==> src/rtl/tqvp_intercal_alu_seq.sv <==
// rtl/tqvp_intercal_alu_seq.sv - multi-cycle INTERCAL ALU peripheral (mingle, select, unary ops)
// Operands are snapshotted at launch; select runs bit-serially and stalls RESULT reads.
module tqvp_intercal_alu_seq #(
  parameter int WIDTH = 32
) (
  input  logic        clk,
  input  logic        rst_n,
  input  logic [7:0]  ui_in,
  output logic [7:0]  uo_out,
  input  logic [5:0]  address,
  input  logic [31:0] data_in,
  input  logic [1:0]  data_write_n,
  input  logic [1:0]  data_read_n,
  output logic [31:0] data_out,
  output logic        data_ready
);

  localparam int CW = $clog2(WIDTH);

  typedef enum logic {ST_IDLE, ST_RUN} state_t;

  state_t           state_q;
  logic [WIDTH-1:0] a_q, b_q, sa_q, sb_q, r_q;
  logic [WIDTH-1:0] a_d, b_d, comb_r, rot;
  logic [CW-1:0]    cnt_q;
  logic [2:0]       op_q;
  logic             done_q, err_q;
  logic [31:0]      wmask, rmask, rdata;
  logic             busy, wr_en, wr_a, wr_b, wr_ctrl;
  logic             unused_ok;

  assign busy    = (state_q == ST_RUN);
  assign wr_en   = (data_write_n != 2'b11);
  assign wr_a    = wr_en && (address == 6'h00);
  assign wr_b    = wr_en && (address == 6'h04);
  assign wr_ctrl = wr_en && (address == 6'h08);

  always_comb begin
    wmask = 32'h0;
    case (data_write_n)
      2'b00:   wmask = 32'h0000_00FF;
      2'b01:   wmask = 32'h0000_FFFF;
      2'b10:   wmask = 32'hFFFF_FFFF;
      default: wmask = 32'h0;
    endcase
  end

  // Only the written lanes change; anything above WIDTH is dropped by the slice.
  assign a_d = (a_q & ~wmask[WIDTH-1:0]) | (data_in[WIDTH-1:0] & wmask[WIDTH-1:0]);
  assign b_d = (b_q & ~wmask[WIDTH-1:0]) | (data_in[WIDTH-1:0] & wmask[WIDTH-1:0]);
  assign rot = {sa_q[0], sa_q[WIDTH-1:1]};

  always_comb begin
    comb_r = '0;
    case (op_q)
      3'd0: begin
        for (int i = 0; i < WIDTH / 2; i++) begin
          comb_r[2*i+1] = sa_q[i];
          comb_r[2*i]   = sb_q[i];
        end
      end
      3'd2:    comb_r = sa_q & rot;
      3'd3:    comb_r = sa_q | rot;
      3'd4:    comb_r = sa_q ^ rot;
      default: comb_r = '0;
    endcase
  end

  always_ff @(posedge clk or negedge rst_n) begin
    if (!rst_n) begin
      state_q <= ST_IDLE;
      a_q     <= '0;
      b_q     <= '0;
      sa_q    <= '0;
      sb_q    <= '0;
      r_q     <= '0;
      cnt_q   <= '0;
      op_q    <= 3'd0;
      done_q  <= 1'b0;
      err_q   <= 1'b0;
    end else begin
      if (wr_a) a_q <= a_d;
      if (wr_b) b_q <= b_d;
      if (wr_ctrl) begin
        if (state_q == ST_IDLE) begin
          op_q    <= data_in[2:0];
          sa_q    <= a_q;
          sb_q    <= b_q;
          r_q     <= '0;
          cnt_q   <= CW'(WIDTH - 1);
          done_q  <= 1'b0;
          err_q   <= 1'b0;
          state_q <= ST_RUN;
        end else begin
          err_q <= 1'b1;
        end
      end
      if (state_q == ST_RUN) begin
        if (op_q == 3'd1) begin
          // MSB-first walk: earlier selected bits end up higher in r.
          if (sb_q[cnt_q]) r_q <= {r_q[WIDTH-2:0], sa_q[cnt_q]};
          if (cnt_q == '0) begin
            state_q <= ST_IDLE;
            done_q  <= 1'b1;
          end else begin
            cnt_q <= cnt_q - 1'b1;
          end
        end else begin
          r_q     <= comb_r;
          state_q <= ST_IDLE;
          done_q  <= 1'b1;
        end
      end
    end
  end

  always_comb begin
    rdata = 32'h0;
    case (address)
      6'h00: rdata[WIDTH-1:0] = a_q;
      6'h04: rdata[WIDTH-1:0] = b_q;
      6'h08: begin
        rdata[2:0] = op_q;
        rdata[8]   = busy;
        rdata[9]   = done_q;
        rdata[10]  = err_q;
      end
      6'h0C: rdata[WIDTH-1:0] = r_q;
      default: rdata = 32'h0;
    endcase
  end

  always_comb begin
    rmask = 32'hFFFF_FFFF;
    case (data_read_n)
      2'b00:   rmask = 32'h0000_00FF;
      2'b01:   rmask = 32'h0000_FFFF;
      default: rmask = 32'hFFFF_FFFF;
    endcase
  end

  assign data_out   = rdata & rmask;
  assign data_ready = !((address == 6'h0C) && (data_read_n != 2'b11) && busy);
  assign uo_out     = {6'b0, busy, 1'b0};
  assign unused_ok  = &{1'b0, ui_in, data_in};

endmodule

==> config.mk <==
export PLATFORM = sky130hd
export DESIGN_NAME = tqvp_intercal_alu_seq
export DESIGN_NICKNAME = d
export VERILOG_FILES = /design/src/rtl/tqvp_intercal_alu_seq.sv
export SDC_FILE = /design/constraint.sdc
export NUM_CORES = 1
export LEC_CHECK = 0
export BUFFER_PORTS_ARGS = -buffer_cell sky130_fd_sc_hd__buf_4
export CORE_MARGIN = 8
export CORE_UTILIZATION = 30
export CTS_CLUSTER_SIZE = 12
export DETAILED_ROUTE_END_ITERATION = 12
export HOLD_SLACK_MARGIN = 0.15
export PLACE_DENSITY = 0.5
export SLEW_MARGIN = 5
export SYNTH_ARGS = -nofsm -noshare
export SYNTH_HDL_FRONTEND = slang
export SYNTH_SLANG_ARGS = --single-unit
==> constraint.sdc <==
create_clock -name clk -period 9.2 [get_ports clk]
set_clock_uncertainty 0.2 [all_clocks]
set_input_delay 2.76 -clock clk [delete_from_list [all_inputs] [get_ports clk]]
set_output_delay 2.76 -clock clk [all_outputs]
set_load 0.05 [all_outputs]
-- After elaboration in Yosys (flattened, before gate mapping)
Index checks and enable logic that the tools add are counted.
- register bits: 171
- bits in latches: 0
- bits in writable memories: 0
- ROM bits: 0
- input port bits: 52
- output and inout bits: 41
- memories kept: 0
- $add $sub $neg: 1
- $mul: 0
- divide/modulo/power cells: 0
- magnitude comparators: 1
- equality and inequality tests: 12
- shifts and indexed selects: 0
- muxes and demuxes: 31
- bitwise logic cells: 11
- reduce and logical (&&, ||, !) cells: 12
- operators with widths (kind ; count):
    $and 32x32->32 ; 5
    $mux 32 ; 5
    $pmux 32 s4 ; 1
    $or 32x32->32 ; 3
    $pmux 32 s3 ; 1
    $pmux 32 s2 ; 1
    $pmux 21 s3 ; 1
    $not 32->32 ; 1
    $xor 32x32->32 ; 1
    $mux 5 ; 5
    $pmux 3 s4 ; 2
    $pmux 5 s3 ; 1
    $eq 6x4->1 const B ; 2
    $mux 1 ; 12
    $bmux 1 s5 ; 2
    $eq 3x2->1 const B ; 2
    $eq 6x3->1 const B ; 1
    $logic_not 6->1 ; 1
    $lt 5x6->1 const B ; 1
    $logic_and 1x1->1 ; 5
    $logic_not 5->1 ; 1
    $sub 5x1->5 const B ; 1
    $eq 2x1->1 const B ; 2
    $logic_not 2->1 ; 2
    8 further kinds ; 9

-- Logic depth before layout (Yosys ltp)
- depth in word-level cells: 6
- depth in mapped cells: 10
- gate-level depth less buffers: 8

-- Worst setup path after synthesis
OpenSTA, ideal clock, no wires.
- path type: input-to-output
- start point: input address[2]
- end point: output data_out[16]
- arrival: 4.666 ns
- slack: 1.574 ns
- cell stages on the path: 6
- cell sequence: clkbuf_1 clkbuf_1 nor2_1 clkbuf_1 a22oi_1 nor2_1
- word-level cells in the longest chain between the ends: 3
- elaborated cells on any way between the ends: 5
- those cells by class: 2 x eq/ne; 1 x mux; 1 x bitwise; 1 x reduce/logical
- RTL lines (element ; RTL line ; source):
    from (decl) ; 10 ; input logic [5:0] address,
    $eq 6x4->1, or another cell as far along ; 119 ; case (address)
    $pmux 21 s3 * ; 119 ;
    $and 32x32->32 * ; 142 ; assign data_out = rdata & rmask;
    to (decl) ; 14 ; output logic [31:0] data_out,
Mark *: on every way between the ends. The rest lies on a longest branch, timed or not.

-- Worst setup path in the final report
- start point: input address[2]
- end point: output data_out[26]
The elaborated chain is that of the path after synthesis.

==> metrics.cfg <==
[clock_network]
cts.sinks = 171
cts_hold_buffers = 0
cts_tree = done
cts_setup_buffers = 0
cts.reportedPaths.clkPinSlew_ns = 0.07
clockRootBuffer = clkbuf_16
cts_resized = 0
ctsHtreeMaxLevel = 4
cts_buffers = 17
clock_path_buffers = 2
clkLatencyLatePin_ns = 0.45

[final_layout]
insertedDiodeCount = 0
final_nets = 1240
area_growth_pct = 15.0
layout-drive-gt1-share_pct = 24.0
finalNonFillerCells = 1595
regArea_um2 = 4280
multi_input_area_um2 = 5870
nFillCells = 3589

[power_and_ir_drop]
p_seq_share_pct = 43.4
comb_power_share_pct = 21.9
p_per_area_nw_per_um2 = 188
power_switching_w = 0.000759
ir_worst_vdd_mv = 0.127
p_int_w = 0.00155
swShare_pct = 32.9
clockPowerShare_pct = 34.7
fin_total_pwr_w = 0.00231
power_leakage_nw = 5.81

[synthesis]
yosysUniqueCellTypes = 50
synth_simple_gate_area_share_pct = 11.1
yosysTopAreaCellShare_pct = 40.2
synth_top_family_by_area = compound AO/OA/AOI/OAI gates
synth_compound_area_share_pct = 21.1
synth_xor_xnor_area_share_pct = 0.164
netlist_top_cells_area = dfrtp_1 40%, mux2_2 9.1%, ha_1 7.9%
syn_area_um2 = 10700
ys_ff_latch = 171
synth_cells = 1089
yosysWarnings = 0
syn_avg_cell_area_um2 = 9.79
yosysSeqAreaShare_pct = 40.2
yosysTopAreaCell = dfrtp_1
synthMuxAreaShare_pct = 14.1
yosys.area_share.adder_pct = 7.87

[detailed_routing]
viasPerCell = 5.32
final_antenna_net_count = 0
met1Wirelength_um = 15900
routed_wl_um = 33400
drc = 0
wl_met2_um = 15100
wire_per_inst_um = 20.9
drt_pass1_iterations = 5
wl_met3_um = 1660
vias = 8492
drt-initial-drc-count = 671
routed.top_layer = met4

[sta]
fin_crit_sh_pct = 82.8
layout_min_cycle_time_ns = 7.62
tightest_slew_ns = 1.32
hold_viol_final = 0
rsz0062_at_grt = false
tns_ns = 0
finalSetupViolations = 0
slew_violations = 0
max_freq_mhz = 131
slew_headroom_pct = 11.8
whs_ns = 0.275

[setup_path]
rr_worst_depth = 7
path_class = input port to output pin
critPathRequiredTime_ns = 6.24
crit_fanout = 37
endpoint_kind = output pin
worstPathArrival_ns = 4.66
start_kind = input port

[grt]
grt_usage_pct = 16.2
grt_max_degree = 73
overflow = 0
grt_pass1_wl_um = 52800
antenna_found_initial = 0
grt_pass1_vias = 8673

[placement]
place_inst = 1563
hpwl_um = 22600
routabilityCongestion = 0.834
portBuffers = 77

[die]
die_w_um = 204
die_h_um = 204
core_area_um2 = 35300
io_pins = 93
dieArea_um2 = 41800
initial_core_util_pct = 30.2
row_count = 69

[worst_hold_path]
hold_class = flop to flop
min_path_cells = 2

[run_status]
status = finished, final reports clean

[run]
max-cap-violations = 0

per-stage QoR:
| stage | cell area [um2] | worst slack, ns | util, % |
|---|---|---|---|
| after floorplan | 10700 | 1.57 | - |
| after global placement | 11600 | 1.53 | 32.9 |
| after detailed placement | 11600 | 1.54 | 32.9 |
| after CTS | 12300 | 1.53 | 34.7 |
| after global routing | 12300 | 1.43 | 34.7 |
| final | 12300 | 1.58 | 34.7 |
layout by cell type, fill, tap and decap left out, drive strengths merged, types with 29 or more instances in the layout:
cell type	netlist	routed
ha	67	67
a22oi	64	64
dfrtp	171	171
nand2	154	154
nor2	96	96
buf	35	101
o211ai	32	32
inv	37	43
o21ai	66	66
a2111oi	32	32
a21oi	40	40
a21o	29	29
mux2	92	92
a211oi	31	31
synth_stat cells, drive strengths merged:
master,number
a2111oi,32
a211oi,31
a21o,29
a21oi,40
a22oi,64
a2bb2oi,1
a311o,1
a31o,1
a31oi,2
and2,5
and3,1
buf,35
clkbuf,59
conb,1
dfrtp,171
ha,67
inv,37
mux2,92
mux2i,22
mux4,11
nand2,154
nand2b,3
nand3,5
nor2,96
nor2b,8
nor3,3
nor3b,3
nor4,3
nor4b,2
o2111ai,2
o211ai,32
o21a,1
o21ai,66
o311ai,1
o31a,1
o31ai,1
or2,1
or3,1
or3b,1
or4,1
xnor2,1
xor2,1
cell type report:
type / count / share of cell area (%)
Tap cell: 461 / 4.70
Multi-Input combinational cell: 793 / 47.9
Sequential cell: 171 / 34.9
Clock buffer: 17 / 3.47
Clock inverter: 15 / 1.71
Inverter: 37 / 1.13
Timing Repair Buffer: 101 / 6.21
worst max-delay path, stage by stage:
cell and delay, ns:
buf_4 0.29, nor2_2 0.67, buf_4 0.37, a22oi_1 0.12, nor2_1 0.18, buf_4 0.23
power by group through the flow:
stage	Sequential (W)	Combinational, W	Clock (W)
2_1_floorplan	0.000953	0.000382	0
3_3_place_gp	0.00101	0.000492	0
3_5_place_dp	0.00101	0.000505	0
4_1_cts	0.000999	0.000509	0.000820
5_1_grt	0.00102	0.000576	0.000853
6_report	0.00100	0.000506	0.000801
metal layers:
| layer | GRT usage [%] | vias to the layer above |
|---|---|---|
| met2 | 24.9 | 194 |
| met4 | 5.40 | 0 |
| met1 | 22.3 | 4296 |
| met3 | 3.55 | 41 |
| li1 | - | 3961 |
| met5 | 0 | - |
kinds of logic after synthesis:
logic type      Yosys count
compound gates          305
xor+xnor                  2
fa+ha+maj                67
buf+inv                 131
flops                   171
mux                     125
other cells               1
simple gates            287
final timing paths:
path,from,end,slack (ns)
max in group asynchronous,rst_n,sa_q[16]$_DFFE_PN0P_,5.40
worst min register to register,sb_q[26]$_DFFE_PN0P_,sb_q[26]$_DFFE_PN0P_,0.27
worst max register to register,cnt_q[2]$_DFF_PN0_,r_q[24]$_DFF_PN0_,5.89
min in group asynchronous,rst_n,asynchronous set/reset pin,2.05
worst min-delay path,sb_q[26]$_DFFE_PN0P_,sb_q[26]$_DFFE_PN0P_,0.27
worst max-delay path,address[2],data_out[26],1.58
Note: power is estimated with default switching activity, not from simulation.
